--- config.mk ---
export PLATFORM = sky130hd
export DESIGN_NAME = fir_mac_sequencer_flat
export DESIGN_NICKNAME = d
export VERILOG_FILES = /design/src/rtl/fir_mac_sequencer_if.sv /design/src/rtl/fir_mac_sequencer.sv /design/src/flat_wrapper.sv
export SDC_FILE = /design/constraint.sdc
export NUM_CORES = 1
export LEC_CHECK = 0
export CAP_MARGIN = 20
export CORE_UTILIZATION = 28
export CTS_BUF_LIST = sky130_fd_sc_hd__clkbuf_16
export DETAILED_ROUTE_END_ITERATION = 12
export MAX_ROUTING_LAYER = met4
export PLACE_DENSITY = 0.7
export SYNTH_ARGS = -nofsm -noshare
export SYNTH_HDL_FRONTEND = slang
export SYNTH_SLANG_ARGS = --single-unit
export TNS_END_PERCENT = 1
--- constraint.sdc ---
create_clock -name clock -period 2.6 [get_ports clock]
set_input_delay 0.52 -clock clock [delete_from_list [all_inputs] [get_ports clock]]
set_output_delay 0.52 -clock clock [all_outputs]
set_load 0.02 [all_outputs]
--- src/rtl/fir_mac_sequencer_if.sv ---
// Handshake and status bundle between the FIR MAC sequencer (master) and its FIFOs/datapath (slave).
interface fir_mac_sequencer_if #(
   parameter int unsigned TAP_NUMBER = 20,
   parameter int unsigned CNT_WIDTH  = 32
);
   localparam int unsigned TAP_W = $clog2(TAP_NUMBER);

   logic                 enable;
   logic                 in_empty;
   logic                 in_rd_en;
   logic                 shift_en;
   logic [TAP_W-1:0]     tap_idx;
   logic                 mac_issue;
   logic                 acc_clr;
   logic                 out_full;
   logic                 out_wr_en;
   logic                 busy;
   logic [CNT_WIDTH-1:0] stall_cnt;
   logic [CNT_WIDTH-1:0] frame_cnt;

   modport master (
      input  enable, in_empty, out_full,
      output in_rd_en, shift_en, tap_idx, mac_issue, acc_clr, out_wr_en, busy,
             stall_cnt, frame_cnt
   );

   modport slave (
      output enable, in_empty, out_full,
      input  in_rd_en, shift_en, tap_idx, mac_issue, acc_clr, out_wr_en, busy,
             stall_cnt, frame_cnt
   );
endinterface

--- src/rtl/fir_mac_sequencer.sv ---
// Control FSM for a shared FIR MAC datapath: read/decimate, issue taps, drain, write.
// Optional statistics counters are built only when FIR_SEQ_STATS_EN is defined.
module fir_mac_sequencer #(
   parameter int unsigned TAP_NUMBER  = 20,
   parameter int unsigned DECIMATION  = 1,
   parameter int unsigned MAC_LATENCY = 2,
   parameter int unsigned CNT_WIDTH   = 32
) (
   input logic                  clock,
   input logic                  reset,
   fir_mac_sequencer_if.master  bus
);
   localparam int unsigned TAP_W = $clog2(TAP_NUMBER);
   localparam int unsigned DEC_W = (DECIMATION > 1) ? $clog2(DECIMATION) : 1;
   localparam int unsigned LAT_W = (MAC_LATENCY > 1) ? $clog2(MAC_LATENCY) : 1;

   localparam logic [TAP_W-1:0] TAP_LAST = TAP_W'(TAP_NUMBER - 1);
   localparam logic [DEC_W-1:0] DEC_LAST = DEC_W'(DECIMATION - 1);
   localparam logic [LAT_W-1:0] LAT_LAST = LAT_W'(MAC_LATENCY - 1);

   typedef enum logic [1:0] {StRead, StIssue, StDrain, StWrite} state_e;

   state_e             state_q, state_d;
   logic [DEC_W-1:0]   dec_cnt_q, dec_cnt_d;
   logic [TAP_W-1:0]   tap_cnt_q, tap_cnt_d;
   logic [LAT_W-1:0]   lat_cnt_q, lat_cnt_d;

   logic               rd;
   logic               issue;
   logic               clr;
   logic               wr;
   logic [TAP_W-1:0]   tap_out;

   always_comb begin
      state_d   = state_q;
      dec_cnt_d = dec_cnt_q;
      tap_cnt_d = tap_cnt_q;
      lat_cnt_d = lat_cnt_q;
      rd        = 1'b0;
      issue     = 1'b0;
      clr       = 1'b0;
      wr        = 1'b0;
      tap_out   = '0;
      unique case (state_q)
         StRead: begin
            if (bus.enable && !bus.in_empty) begin
               rd = 1'b1;
               if (dec_cnt_q == DEC_LAST) begin
                  dec_cnt_d = '0;
                  tap_cnt_d = '0;
                  state_d   = StIssue;
               end else begin
                  dec_cnt_d = dec_cnt_q + DEC_W'(1);
               end
            end
         end
         StIssue: begin
            issue   = 1'b1;
            tap_out = tap_cnt_q;
            clr     = (tap_cnt_q == '0);
            if (tap_cnt_q == TAP_LAST) begin
               tap_cnt_d = '0;
               lat_cnt_d = '0;
               state_d   = StDrain;
            end else begin
               tap_cnt_d = tap_cnt_q + TAP_W'(1);
            end
         end
         StDrain: begin
            if (lat_cnt_q == LAT_LAST) begin
               lat_cnt_d = '0;
               state_d   = StWrite;
            end else begin
               lat_cnt_d = lat_cnt_q + LAT_W'(1);
            end
         end
         StWrite: begin
            if (!bus.out_full) begin
               wr      = 1'b1;
               state_d = StRead;
            end
         end
         default: state_d = StRead;
      endcase
   end

   always_ff @(posedge clock) begin
      if (reset) begin
         state_q   <= StRead;
         dec_cnt_q <= '0;
         tap_cnt_q <= '0;
         lat_cnt_q <= '0;
      end else begin
         state_q   <= state_d;
         dec_cnt_q <= dec_cnt_d;
         tap_cnt_q <= tap_cnt_d;
         lat_cnt_q <= lat_cnt_d;
      end
   end

   // Outputs are forced low while reset is held, not just after the clock edge.
   assign bus.in_rd_en  = rd & ~reset;
   assign bus.shift_en  = rd & ~reset;
   assign bus.mac_issue = issue & ~reset;
   assign bus.acc_clr   = clr & ~reset;
   assign bus.out_wr_en = wr & ~reset;
   assign bus.tap_idx   = reset ? '0 : tap_out;
   assign bus.busy      = (state_q != StRead) & ~reset;

`ifdef FIR_SEQ_STATS_EN
   logic [CNT_WIDTH-1:0] frame_cnt_q, frame_cnt_d;
   logic [CNT_WIDTH-1:0] stall_cnt_q, stall_cnt_d;

   always_comb begin
      frame_cnt_d = frame_cnt_q;
      stall_cnt_d = stall_cnt_q;
      if (wr && (frame_cnt_q != '1)) begin
         frame_cnt_d = frame_cnt_q + CNT_WIDTH'(1);
      end
      if ((state_q == StWrite) && bus.out_full && (stall_cnt_q != '1)) begin
         stall_cnt_d = stall_cnt_q + CNT_WIDTH'(1);
      end
   end

   always_ff @(posedge clock) begin
      if (reset) begin
         frame_cnt_q <= '0;
         stall_cnt_q <= '0;
      end else begin
         frame_cnt_q <= frame_cnt_d;
         stall_cnt_q <= stall_cnt_d;
      end
   end

   assign bus.frame_cnt = reset ? '0 : frame_cnt_q;
   assign bus.stall_cnt = reset ? '0 : stall_cnt_q;
`else
   assign bus.frame_cnt = {CNT_WIDTH{1'b0}};
   assign bus.stall_cnt = {CNT_WIDTH{1'b0}};
`endif

endmodule

--- src/flat_wrapper.sv ---
// flat-port wrapper written by rule: the top's interface ports become plain ports
module fir_mac_sequencer_flat 
#(
   parameter int unsigned TAP_NUMBER  = 20,
   parameter int unsigned DECIMATION  = 1,
   parameter int unsigned MAC_LATENCY = 2,
   parameter int unsigned CNT_WIDTH   = 32
)
  (clock, reset, bus_enable, bus_in_empty, bus_out_full, bus_in_rd_en, bus_shift_en, bus_tap_idx, bus_mac_issue, bus_acc_clr, bus_out_wr_en, bus_busy, bus_stall_cnt, bus_frame_cnt);
  fir_mac_sequencer_if #(.TAP_NUMBER(TAP_NUMBER), .CNT_WIDTH(CNT_WIDTH)) bus_i ();
  input logic clock;
  input logic reset;
  input wire logic [$bits(bus_i.enable)-1:0] bus_enable;
  input wire logic [$bits(bus_i.in_empty)-1:0] bus_in_empty;
  input wire logic [$bits(bus_i.out_full)-1:0] bus_out_full;
  output wire logic [$bits(bus_i.in_rd_en)-1:0] bus_in_rd_en;
  output wire logic [$bits(bus_i.shift_en)-1:0] bus_shift_en;
  output wire logic [$bits(bus_i.tap_idx)-1:0] bus_tap_idx;
  output wire logic [$bits(bus_i.mac_issue)-1:0] bus_mac_issue;
  output wire logic [$bits(bus_i.acc_clr)-1:0] bus_acc_clr;
  output wire logic [$bits(bus_i.out_wr_en)-1:0] bus_out_wr_en;
  output wire logic [$bits(bus_i.busy)-1:0] bus_busy;
  output wire logic [$bits(bus_i.stall_cnt)-1:0] bus_stall_cnt;
  output wire logic [$bits(bus_i.frame_cnt)-1:0] bus_frame_cnt;
  assign bus_i.enable = bus_enable;
  assign bus_i.in_empty = bus_in_empty;
  assign bus_i.out_full = bus_out_full;
  assign bus_in_rd_en = bus_i.in_rd_en;
  assign bus_shift_en = bus_i.shift_en;
  assign bus_tap_idx = bus_i.tap_idx;
  assign bus_mac_issue = bus_i.mac_issue;
  assign bus_acc_clr = bus_i.acc_clr;
  assign bus_out_wr_en = bus_i.out_wr_en;
  assign bus_busy = bus_i.busy;
  assign bus_stall_cnt = bus_i.stall_cnt;
  assign bus_frame_cnt = bus_i.frame_cnt;
  fir_mac_sequencer #(.TAP_NUMBER(TAP_NUMBER), .DECIMATION(DECIMATION), .MAC_LATENCY(MAC_LATENCY), .CNT_WIDTH(CNT_WIDTH)) u_core (.clock(clock), .reset(reset), .bus(bus_i));
endmodule
## Word level (Yosys, flattened, before mapping)

Index checks and enable logic that the tools add are counted.

| word-level totals | value |
|---|---|
| input bits | 5 |
| register bits | 9 |
| output and inout bits | 75 |
| logic and storage cells | 55 |

| operators by class | value |
|---|---|
| eq/ne operators | 9 |
| reductions and logical operators | 11 |
| multiplexer cells | 22 |
| $add $sub $neg | 3 |
| bitwise gates (word level) | 6 |

Operators by type and width:

| cell | count |
|---|---|
| 5-bit two-way mux | 5 |
| 2-bit two-way mux | 5 |
| 5-bit case mux with 2 select lines | 1 |
| 1-bit two-way mux | 9 |
| 2-bit case mux with 4 select lines | 1 |
| 2-bit by 1-bit inequality test with 1-bit output, second input constant | 3 |
| 2-bit nonzero test | 3 |
| 5-bit by 1-bit adder with 5-bit output, second input constant | 1 |
| 1-bit bitwise AND | 5 |
| 5-bit equality test, second input constant | 1 |
| 5-bit zero test | 1 |
| 5-bit AND reduction | 1 |
| 2-bit equality test, second input constant | 2 |
| 2-bit inequality test, second input constant | 2 |
| 2-bit AND reduction | 2 |
| 3-bit AND reduction | 1 |
| 1-bit adder, second input constant | 2 |
| 2-bit by 1-bit equality test with 1-bit output, second input constant | 1 |
| 2-bit zero test | 1 |
| 1-bit case mux with 2 select lines | 1 |
| 1-bit logical AND | 1 |
| 1-bit zero test | 1 |
| 1-bit inverter | 1 |

## Longest topological paths before layout

Gate-level depths: netlist (run 1).

| logic depth | value |
|---|---|
| depth after elaboration | 5 |
| depth in mapped cells | 6 |
| depth with buffers taken out | 6 |

## Least setup slack after synthesis (run 1)

OpenSTA, ideal clock, no wires.

| path | value |
|---|---|
| kind | flip-flop to output port |
| start point | register u_core.state_q[1] |
| end point | output bus_acc_clr |
| path buffers | 0 |
| slack | 0.339 ns |
| required time | 2.080 ns |
| cell stages (with the launch flop) | 6 |
| arrival | 1.741 ns |
| cell sequence | dfxtp_1 inv_1 ha_1 nor2b_1 nand3b_1 nor3_1 |

| on the way | value |
|---|---|
| longest elaborated chain between the ends | 3 |

Ends and longest elaborated chain:

| what | RTL line | RTL |
|---|---|---|
| start, declared | fir_mac_sequencer.sv:23 | `state_e state_q, state_d;` |
| start signal, assigned | fir_mac_sequencer.sv:89 | `state_q <= StRead;` |
| start signal, assigned | fir_mac_sequencer.sv:94 | `state_q <= state_d;` |
| 2-bit by 1-bit equality test with 1-bit output | fir_mac_sequencer.sv:44 | `unique case (state_q)` |
| 1-bit two-way mux | fir_mac_sequencer.sv:44 |  |
| 1-bit bitwise AND | fir_mac_sequencer.sv:105 | `assign bus.acc_clr = clr & ~reset;` |
| end, declared | flat_wrapper.sv:20 | `output wire logic [$bits(bus_i.acc_clr)-1:0] bus_acc_clr;` |

Every way passes these cells.

## Worst setup path after layout (run 1)

| path | value |
|---|---|
| start point | input reset |
| end point | output bus_tap_idx[3] |

| on the way | value |
|---|---|
| longest elaborated chain between the ends | 1 |

Ends and longest elaborated chain:

| what | RTL line | RTL |
|---|---|---|
| start, declared | flat_wrapper.sv:12 | `input logic reset;` |
| 5-bit two-way mux | fir_mac_sequencer.sv:107 | `assign bus.tap_idx = reset ? '0 : tap_out;` |
| end, declared | flat_wrapper.sv:18 | `output wire logic [$bits(bus_i.tap_idx)-1:0] bus_tap_idx;` |

Every way passes these cells.

==> results of run 1 <==
## registers in the layout (all words and copies together) (netlist names)
signal / flops
u_core.lat_cnt_q: 1
u_core.state_q: 2
u_core.tap_cnt_q: 5
## tightest hold or removal path, cell delays in order, from the launching register on
cell and delay, ns:
sky130_fd_sc_hd__dfxtp_1 0.35, sky130_fd_sc_hd__nand2_1 0.07, sky130_fd_sc_hd__a21oi_1 0.05
## where the power goes
group / leakage [nW] / switching, mW / internal, mW
clock: 0.0370 / 0.0547 / 0.198
sequential: 0.0649 / 0.0224 / 0.146
combinational: 0.490 / 0.281 / 0.157
## cells in the mapped netlist (2+ instances only)
library cell / n
sky130_fd_sc_hd__nor3b_1: 2
sky130_fd_sc_hd__nand3_1: 4
sky130_fd_sc_hd__ha_1: 6
sky130_fd_sc_hd__buf_4: 65
sky130_fd_sc_hd__o21ai_0: 2
sky130_fd_sc_hd__inv_1: 7
sky130_fd_sc_hd__a21oi_1: 3
sky130_fd_sc_hd__or4_1: 3
sky130_fd_sc_hd__nand2_1: 5
sky130_fd_sc_hd__a31oi_1: 3
sky130_fd_sc_hd__nor2b_1: 2
sky130_fd_sc_hd__nor2_1: 4
sky130_fd_sc_hd__dfxtp_1: 8
sky130_fd_sc_hd__and2_1: 6
sky130_fd_sc_hd__nor3_1: 2
## logic make-up after synthesis
kind of cell	count (synthesis)
flip-flops	8
AO/OA/AOI/OAI	14
buffers and inverters	73
AND/OR/NAND/NOR	34
other	1
adder cells (fa/ha/maj)	6
## per-stage QoR
stage / worst slack (ns) / hold slack [ns] / utilization
floorplan: 0.339 / 0.478 / -
global placement: 0.0462 / 0.509 / 0.298
detailed placement: 0.0353 / 0.520 / 0.298
CTS: 0.0353 / 0.523 / 0.320
global route: 0.00397 / 0.554 / 0.323
finish: 0.0679 / 0.522 / 0.323
## cell usage in the layout, fill, tap and decap left out
cell / netlist / final
sky130_fd_sc_hd__a211oi_1: 1 / 1
sky130_fd_sc_hd__a21o_4: 1 / 1
sky130_fd_sc_hd__a21oi_1: 3 / 3
sky130_fd_sc_hd__a22oi_1: 1 / 1
sky130_fd_sc_hd__a311oi_1: 1 / 1
sky130_fd_sc_hd__a31o_2: 1 / 1
sky130_fd_sc_hd__a31oi_1: 3 / 3
sky130_fd_sc_hd__a32oi_1: 1 / 1
sky130_fd_sc_hd__and2_1: 6 / 6
sky130_fd_sc_hd__and3_1: 1 / 1
sky130_fd_sc_hd__buf_4: 65 / 4
sky130_fd_sc_hd__clkbuf_16: 0 / 3
sky130_fd_sc_hd__clkdlybuf4s50_1: 0 / 11
sky130_fd_sc_hd__conb_1: 1 / 64
sky130_fd_sc_hd__dfxtp_1: 8 / 8
sky130_fd_sc_hd__dlymetal6s2s_1: 0 / 4
sky130_fd_sc_hd__ha_1: 6 / 6
sky130_fd_sc_hd__inv_1: 7 / 7
sky130_fd_sc_hd__nand2_1: 5 / 5
sky130_fd_sc_hd__nand2b_1: 1 / 1
sky130_fd_sc_hd__nand3_1: 4 / 4
sky130_fd_sc_hd__nand3b_1: 1 / 1
sky130_fd_sc_hd__nand4bb_1: 1 / 1
sky130_fd_sc_hd__nor2_1: 4 / 4
sky130_fd_sc_hd__nor2_2: 1 / 1
sky130_fd_sc_hd__nor2b_1: 2 / 2
sky130_fd_sc_hd__nor3_1: 2 / 2
sky130_fd_sc_hd__nor3b_1: 2 / 2
sky130_fd_sc_hd__o21ai_0: 2 / 2
sky130_fd_sc_hd__or3_1: 1 / 1
sky130_fd_sc_hd__or4_1: 3 / 3
## layout make-up
class | instances | share of cell area
Sequential cell | 8 | 0.143
Timing Repair Buffer | 19 | 0.170
Clock buffer | 3 | 0.0670
Multi-Input combinational cell | 118 | 0.545
Tap cell | 46 | 0.0514
Inverter | 7 | 0.0235
## final timing paths
check,end,slack (ns),cells after the start
min reg2reg,u_core.tap_cnt_q[0],0.52,2
max,bus_tap_idx[3],0.07,5
max reg2reg,u_core.tap_cnt_q[4],0.87,5
min,u_core.tap_cnt_q[0],0.52,2
## per-layer routing
layer,track usage,part of all wire
met2,0.114,0.47
met4,0.0256,0.0045
met5,-,0
met3,0.0380,0.11
met1,0.0880,0.42
==> key figures, run 1 <==
Yosys
  • Mux cell area share after synthesis: 0
  • Combinational family with the most area after synthesis: buffers and inverters
  • Number of register bits inferred by synthesis: 8
  • Share of synthesized cell area in and, or, nand and nor gates: 0.185
  • Post-synth cell types: 29
  • Synth Area in XOR/XNOR: 0
  • Cells taking the most area after synthesis: sky130_fd_sc_hd__buf_4, sky130_fd_sc_hd__dfxtp_1, sky130_fd_sc_hd__ha_1
  • Number of synthesized flops with an enable pin: 0
  • Synthesized netlist cell count: 136
  • Commonest register cell after synthesis: sky130_fd_sc_hd__dfxtp_1
  • Combined area of all synthesized cells: 0.00105 mm^2
  • Fraction of registers with async set or reset after synthesis: 0
  • Synth Area in Adders: 0.0713
  • Warnings from Yosys: 0
  • Seq/Total Area, Yosys: 0.152
  • Post-synthesis cell type with the largest combined area: sky130_fd_sc_hd__buf_4
  • Top-area cell type share of the netlist area: 0.464
  • Syn Area/Cell: 7.74 um^2
  • Post-synthesis compound-gate area fraction: 0.0951

GRT
  • Pin count of the biggest net entering global routing: 11
  • Initial antenna violation count: 0
  • First-pass GRT wire length: 2.25 mm
  • Vias in the first global route: 521
  • GRT Overall Usage: 0.0763
  • Overflow left after global routing: 0

Final layout
  • Layout overhead on the synthesized area: 6.42%
  • Sequential cell area: 160 um^2
  • Multi-input gate area in the final layout: 611 um^2
  • Number of inserted diodes: 0
  • Count of fill cells added during filler insertion: 382
  • Final Net Count: 168
  • Non-filler cells, final: 201
  • Share of post-route cells with drive strength above 1: 0.0645
  • Cell area after layout: 0.00112 mm^2

Clock network
  • Number of hold buffers added after CTS: 0
  • H-tree depth reported by CTS: 1
  • Clock buffer count from CTS: 3
  • Clock tree from TritonCTS: yes
  • Number of buffers added for setup after CTS: 0
  • TritonCTS Sinks: 8
  • Resized Gates After CTS: 0
  • Clock tree root buffer cell: sky130_fd_sc_hd__clkbuf_16
  • Worst-Skew Late Latency: 0.23 ns
  • Max Buffers Root-to-Sink: 2
  • Clock edge transition at the registers on the reported setup and hold paths: 0.04 ns

Routing
  • Starting DRT DRC Count: 17
  • Final Routed Wirelength: 1.54 mm
  • Average detailed-routed wire length per instance: 7.67 um
  • Number of iterations in the first detailed-routing pass: 4
  • Drt via density: 3.65
  • Number of vias after detailed routing: 734
  • Final antenna-violating net count: 0
  • Remaining routing DRC violations: 0

Worst setup path
  • Worst EP required: 2.08 ns
  • Nature of the critical path endpoint: output pin
  • Category of cells accounting for the largest share of critical-path delay: buffers and inverters
  • Critical path class: in2out
  • CP dominant cell by count: sky130_fd_sc_hd__clkdlybuf4s50_1
  • Standard cell with the maximum stage delay on the critical path: sky130_fd_sc_hd__clkdlybuf4s50_1
  • Series of cell instances along the critical path: clkdlybuf4s50_1, nor2b_1, buf_4, and2_1, clkdlybuf4s50_1
  • Startpoint types: primary input
  • Peak fanout along the critical path: 6
  • Launch point of the worst path: reset
  • Count of buffering cells on the critical path with inverters included: 3
  • Arrival time of the worst setup path: 2.01 ns
  • Reg2reg start: u_core.state_q[0]
  • Worst stage delay on the critical path: 0.59 ns

Flow run
  • Count of maximum capacitance violations: 0

Die
  • Placement Rows: 21
  • Initial cell density of the core: 0.303
  • Number of ports placed on the die boundary: 80
  • Vertical die dimension: 63.3 um
  • Area of the die: 0.00401 mm^2
  • Core region area: 0.00347 mm^2
  • Die width: 63.3 um

Worst hold path
  • Worst hold start: u_core.tap_cnt_q[0]
  • Class of the tightest hold or removal check: reg2reg

Power and ir drop
  • Max IR drop VDD: 226 uV
  • Cell area power density: 768 mW/mm^2
  • Leakage: 0.592 nW
  • Total Power: 0.860 mW

Timing
  • Largest clock skew in the final design: 0.00117 ns
  • Final critical-path required period: 2.53 ns
  • Max frequency: 0.395 GHz
  • Total count of hold-check failures in the final report: 0
  • Total negative slack: 0 ns
  • Number of failing setup endpoints in the final timing report: 0
  • Period utilisation layout: 0.974
  • Setup repair after global routing missed its margin: no
  • Final max-slew violation count: 0

Placement
  • Detail Placement HPWL: 1.25 mm
  • Port Buffer Count: 15
  • Instance count after placement with tap cells included: 198
  • RePlAce Congestion: 0.816
  • Placed instance area: 0.00103 mm^2

Outcome
  • Outcome: finished clean
Note: power is estimated with default switching activity, not from simulation.
==> run 2, diff against run 1 <==
- CAP_MARGIN: 20 -> 10
- PLACE_DENSITY: 0.7 -> 0.72
- clock period: 2.6 -> 2.1 ns (I/O delays scaled with it)
==> run 2 against run 1 <==
Power up 28%. Flip-flop and latch count unchanged. Sequential share of layout area about the same. Clock skew up 0.0028 ns. Critical path depth down 1. Sequential power up 24%. Register-to-register slack worse by 0.57 ns. Utilization about the same. Critical endpoint is now bus_shift_en. Largest power group unchanged.
==> key figures, run 2 (synthesis gave the netlist of run 1 again) <==
Clock network
  • Clock edge transition at the registers on the reported setup and hold paths: 0.03 ns (about the same)
  • H-tree depth reported by CTS: 1 (unchanged)
  • Clock buffer count from CTS: 3 (unchanged)
  • Number of hold buffers added after CTS: 0 (unchanged)
  • Clock tree root buffer cell: sky130_fd_sc_hd__clkbuf_16
  • Max Buffers Root-to-Sink: 2 (unchanged)
  • TritonCTS Sinks: 8 (unchanged)
  • Clock tree from TritonCTS: yes
  • Worst-Skew Late Latency: 0.24 ns (about the same)

Routing
  • Detailed-routed wire length on met2: 763 um (+5.8%)
  • Average detailed-routed wire length per instance: 8.02 um (+4.5%)
  • Routed metal-1 wire length: 667 um (+3.3%)
  • Number of iterations in the first detailed-routing pass: 4 (unchanged)
  • Drt via density: 3.63 (-0.67%)
  • Amount of wire on met3 after detailed routing: 159 um (-4.8%)
  • Final antenna-violating net count: 0 (unchanged)
  • Starting DRT DRC Count: 18 (+1)
  • Remaining routing DRC violations: 0 (unchanged)
  • Top Layer Used: met4
  • Final Routed Wirelength: 1.64 mm (+6.1%)
  • Number of vias after detailed routing: 740 (+0.82%)

Final layout
  • Layout overhead on the synthesized area: 6.54%
  • Biggest regs: u_core.tap_cnt_q x5, u_core.state_q x2, u_core.lat_cnt_q x1
  • Share of post-route cells with drive strength above 1: 0.0949 (+0.0304)
  • Most frequent cells in the layout: sky130_fd_sc_hd__conb_1, sky130_fd_sc_hd__dfxtp_1, sky130_fd_sc_hd__inv_1, sky130_fd_sc_hd__dlygate4sd2_1, sky130_fd_sc_hd__buf_4
  • Final Net Count: 171 (+1.8%)
  • Most common cell after layout, fill and taps aside: sky130_fd_sc_hd__conb_1
  • Number of inserted diodes: 0 (unchanged)
  • Max reg flops: 5 (unchanged)
  • Biggest register: u_core.tap_cnt_q
  • Layout Utilization: 0.323 (+0.000360)

Die
  • Initial cell density of the core: 0.303 (unchanged)
  • Vertical die dimension: 63.3 um (unchanged)
  • Placement Rows: 21 (unchanged)
  • Number of ports placed on the die boundary: 80 (unchanged)
  • Core region area: 0.00347 mm^2 (unchanged)
  • Die width: 63.3 um (unchanged)
  • Area of the die: 0.00401 mm^2 (unchanged)

Placement
  • Detail Placement HPWL: 1.27 mm (+2.1%)
  • Pre-CTS setup slack: -0.302 ns (-0.337 ns)
  • Port Buffer Count: 15 (unchanged)
  • RePlAce Congestion: 0.812 (-0.48%)

Timing
  • Final max-slew violation count: 0 (unchanged)
  • Max frequency: 0.496 GHz
  • Setup repair after global routing missed its margin: no
  • Largest clock skew in the final design: 0.00402 ns (+0.00285 ns)
  • Crit path setup slack, layout: 0.0856 ns (+0.0177 ns)
  • Total count of hold-check failures in the final report: 0 (unchanged)
  • Number of failing setup endpoints in the final timing report: 0 (unchanged)
  • Final-layout worst hold slack: 0.521 ns (-0.000935 ns)
  • Final critical-path required period: 2.01 ns
  • Period utilisation layout: 0.959

Power and ir drop
  • Clock power frac: 0.294 (about the same)
  • Comb power frac: 0.516 (+0.006)
  • Sw frac: 0.419 (+0.00259)
  • Sequential share of power: 0.190 (-0.006)
  • Max IR drop VDD: 261 uV (+15%)
  • Internal power of the cells: 0.641 mW (+28%)
  • Cell area power density: 984 mW/mm^2 (+28%)
  • Leakage: 0.570 nW (-3.8%)
  • NetSw: 0.463 mW (+29%)

GRT
  • GRT Overall Usage: 0.0916 (+0.0153)
  • Pin count of the biggest net entering global routing: 9 (-2)
  • Vias in the first global route: 582 (+12%)
  • Initial antenna violation count: 0 (unchanged)
  • Overflow left after global routing: 0 (unchanged)
  • First-pass GRT wire length: 2.62 mm (+17%)

Worst setup path
  • Startpoint types: primary input
  • Endpoint of the worst register-to-register path: u_core.tap_cnt_q[4]
  • Arrival time of the worst setup path: 1.59 ns (-0.42 ns)
  • Reg2reg start: u_core.state_q[0]
  • Worst Reg-to-Reg Cells: 6 (+1)
  • Critical path class: in2out
  • Peak fanout along the critical path: 2 (-4)
  • Nature of the critical path endpoint: output pin
  • Setup slack of the most critical reg-to-reg path: 0.30 ns (-0.57 ns)
  • Worst EP required: 1.68 ns (-0.40 ns)

Worst hold path
  • Worst Hold End: u_core.tap_cnt_q[0]
  • Worst hold start: u_core.tap_cnt_q[0]
  • Hold Path Stages: 2 (unchanged)
  • Class of the tightest hold or removal check: reg2reg

Flow run
  • Count of maximum capacitance violations: 0 (unchanged)

Outcome
  • Outcome: finished clean
run 2: cell types whose count changed in the layout (fill, tap and decap cells not counted):
cell / previous run / this run
sky130_fd_sc_hd__nor2b_1: 2 / 1
sky130_fd_sc_hd__dlygate4sd2_1: 0 / 7
sky130_fd_sc_hd__clkdlybuf4s50_1: 11 / 3
sky130_fd_sc_hd__dlymetal6s2s_1: 4 / 0
sky130_fd_sc_hd__nor2b_2: 0 / 1
sky130_fd_sc_hd__buf_4: 4 / 7
sky130_fd_sc_hd__clkbuf_2: 0 / 1
sky130_fd_sc_hd__clkdlybuf4s15_1: 0 / 4
run 2: power by group through the flow:
stage / Combinational (mW) / Sequential (mW) / Clock [mW]
detailed placement: 0.585 / 0.212 / 0
CTS: 0.570 / 0.209 / 0.335
global placement: 0.575 / 0.211 / 0
global route: 0.632 / 0.215 / 0.336
floorplan: 0.503 / 0.204 / 0
finish: 0.570 / 0.209 / 0.324
run 2: cell type report:
| cell class | instances | area [um^2] |
|---|---|---|
| multi-input combinational | 118 | 613 |
| tap | 46 | 57.6 |
| clock buffer | 3 | 75.1 |
| inverter | 7 | 26.3 |
| fill | 406 | 2350 |
| timing repair buffer | 22 | 189 |
| sequential | 8 | 160 |
run 2: worst max path at each step:
stage / start / end
final: bus_in_empty / bus_shift_en
after global routing: u_core.state_q[1] / bus_tap_idx[1]
after CTS: u_core.state_q[1] / bus_tap_idx[1]
after detailed placement: reset / bus_tap_idx[1]
after global placement: reset / bus_acc_clr
after floorplan: u_core.state_q[1] / bus_acc_clr
run 2: what timing repair did:
item / CTS / global route
gates resized for setup: 12 / 6
setup buffers: 0 / 0
endpoints found under the setup margin: 11 / 5
run 2: stage by stage:
step | TNS, ns | instance area, um^2 | total power, mW | cells
2_1_floorplan | 0 | 1290 | 0.707 | 199
3_3_place_gp | -2.51 | 1060 | 0.786 | 201
3_5_place_dp | -2.71 | 1060 | 0.797 | 201
4_1_cts | 0 | 1120 | 1.11 | 204
5_1_grt | 0 | 1120 | 1.18 | 204
6_report | 0 | 1120 | 1.10 | 204
run 2: layer usage:
layer,vias up,global-route usage
li1,361,-
met1,324,0.0991
met2,49,0.133
met3,6,0.0380
met4,0,0.0682
met5,-,-
run 2: worst max-delay path, cell delays in order:
cell	delay (ns)
sky130_fd_sc_hd__clkdlybuf4s50_1	0.39
sky130_fd_sc_hd__nand2b_1	0.15
sky130_fd_sc_hd__nor3b_1	0.27
sky130_fd_sc_hd__dlygate4sd2_1	0.37
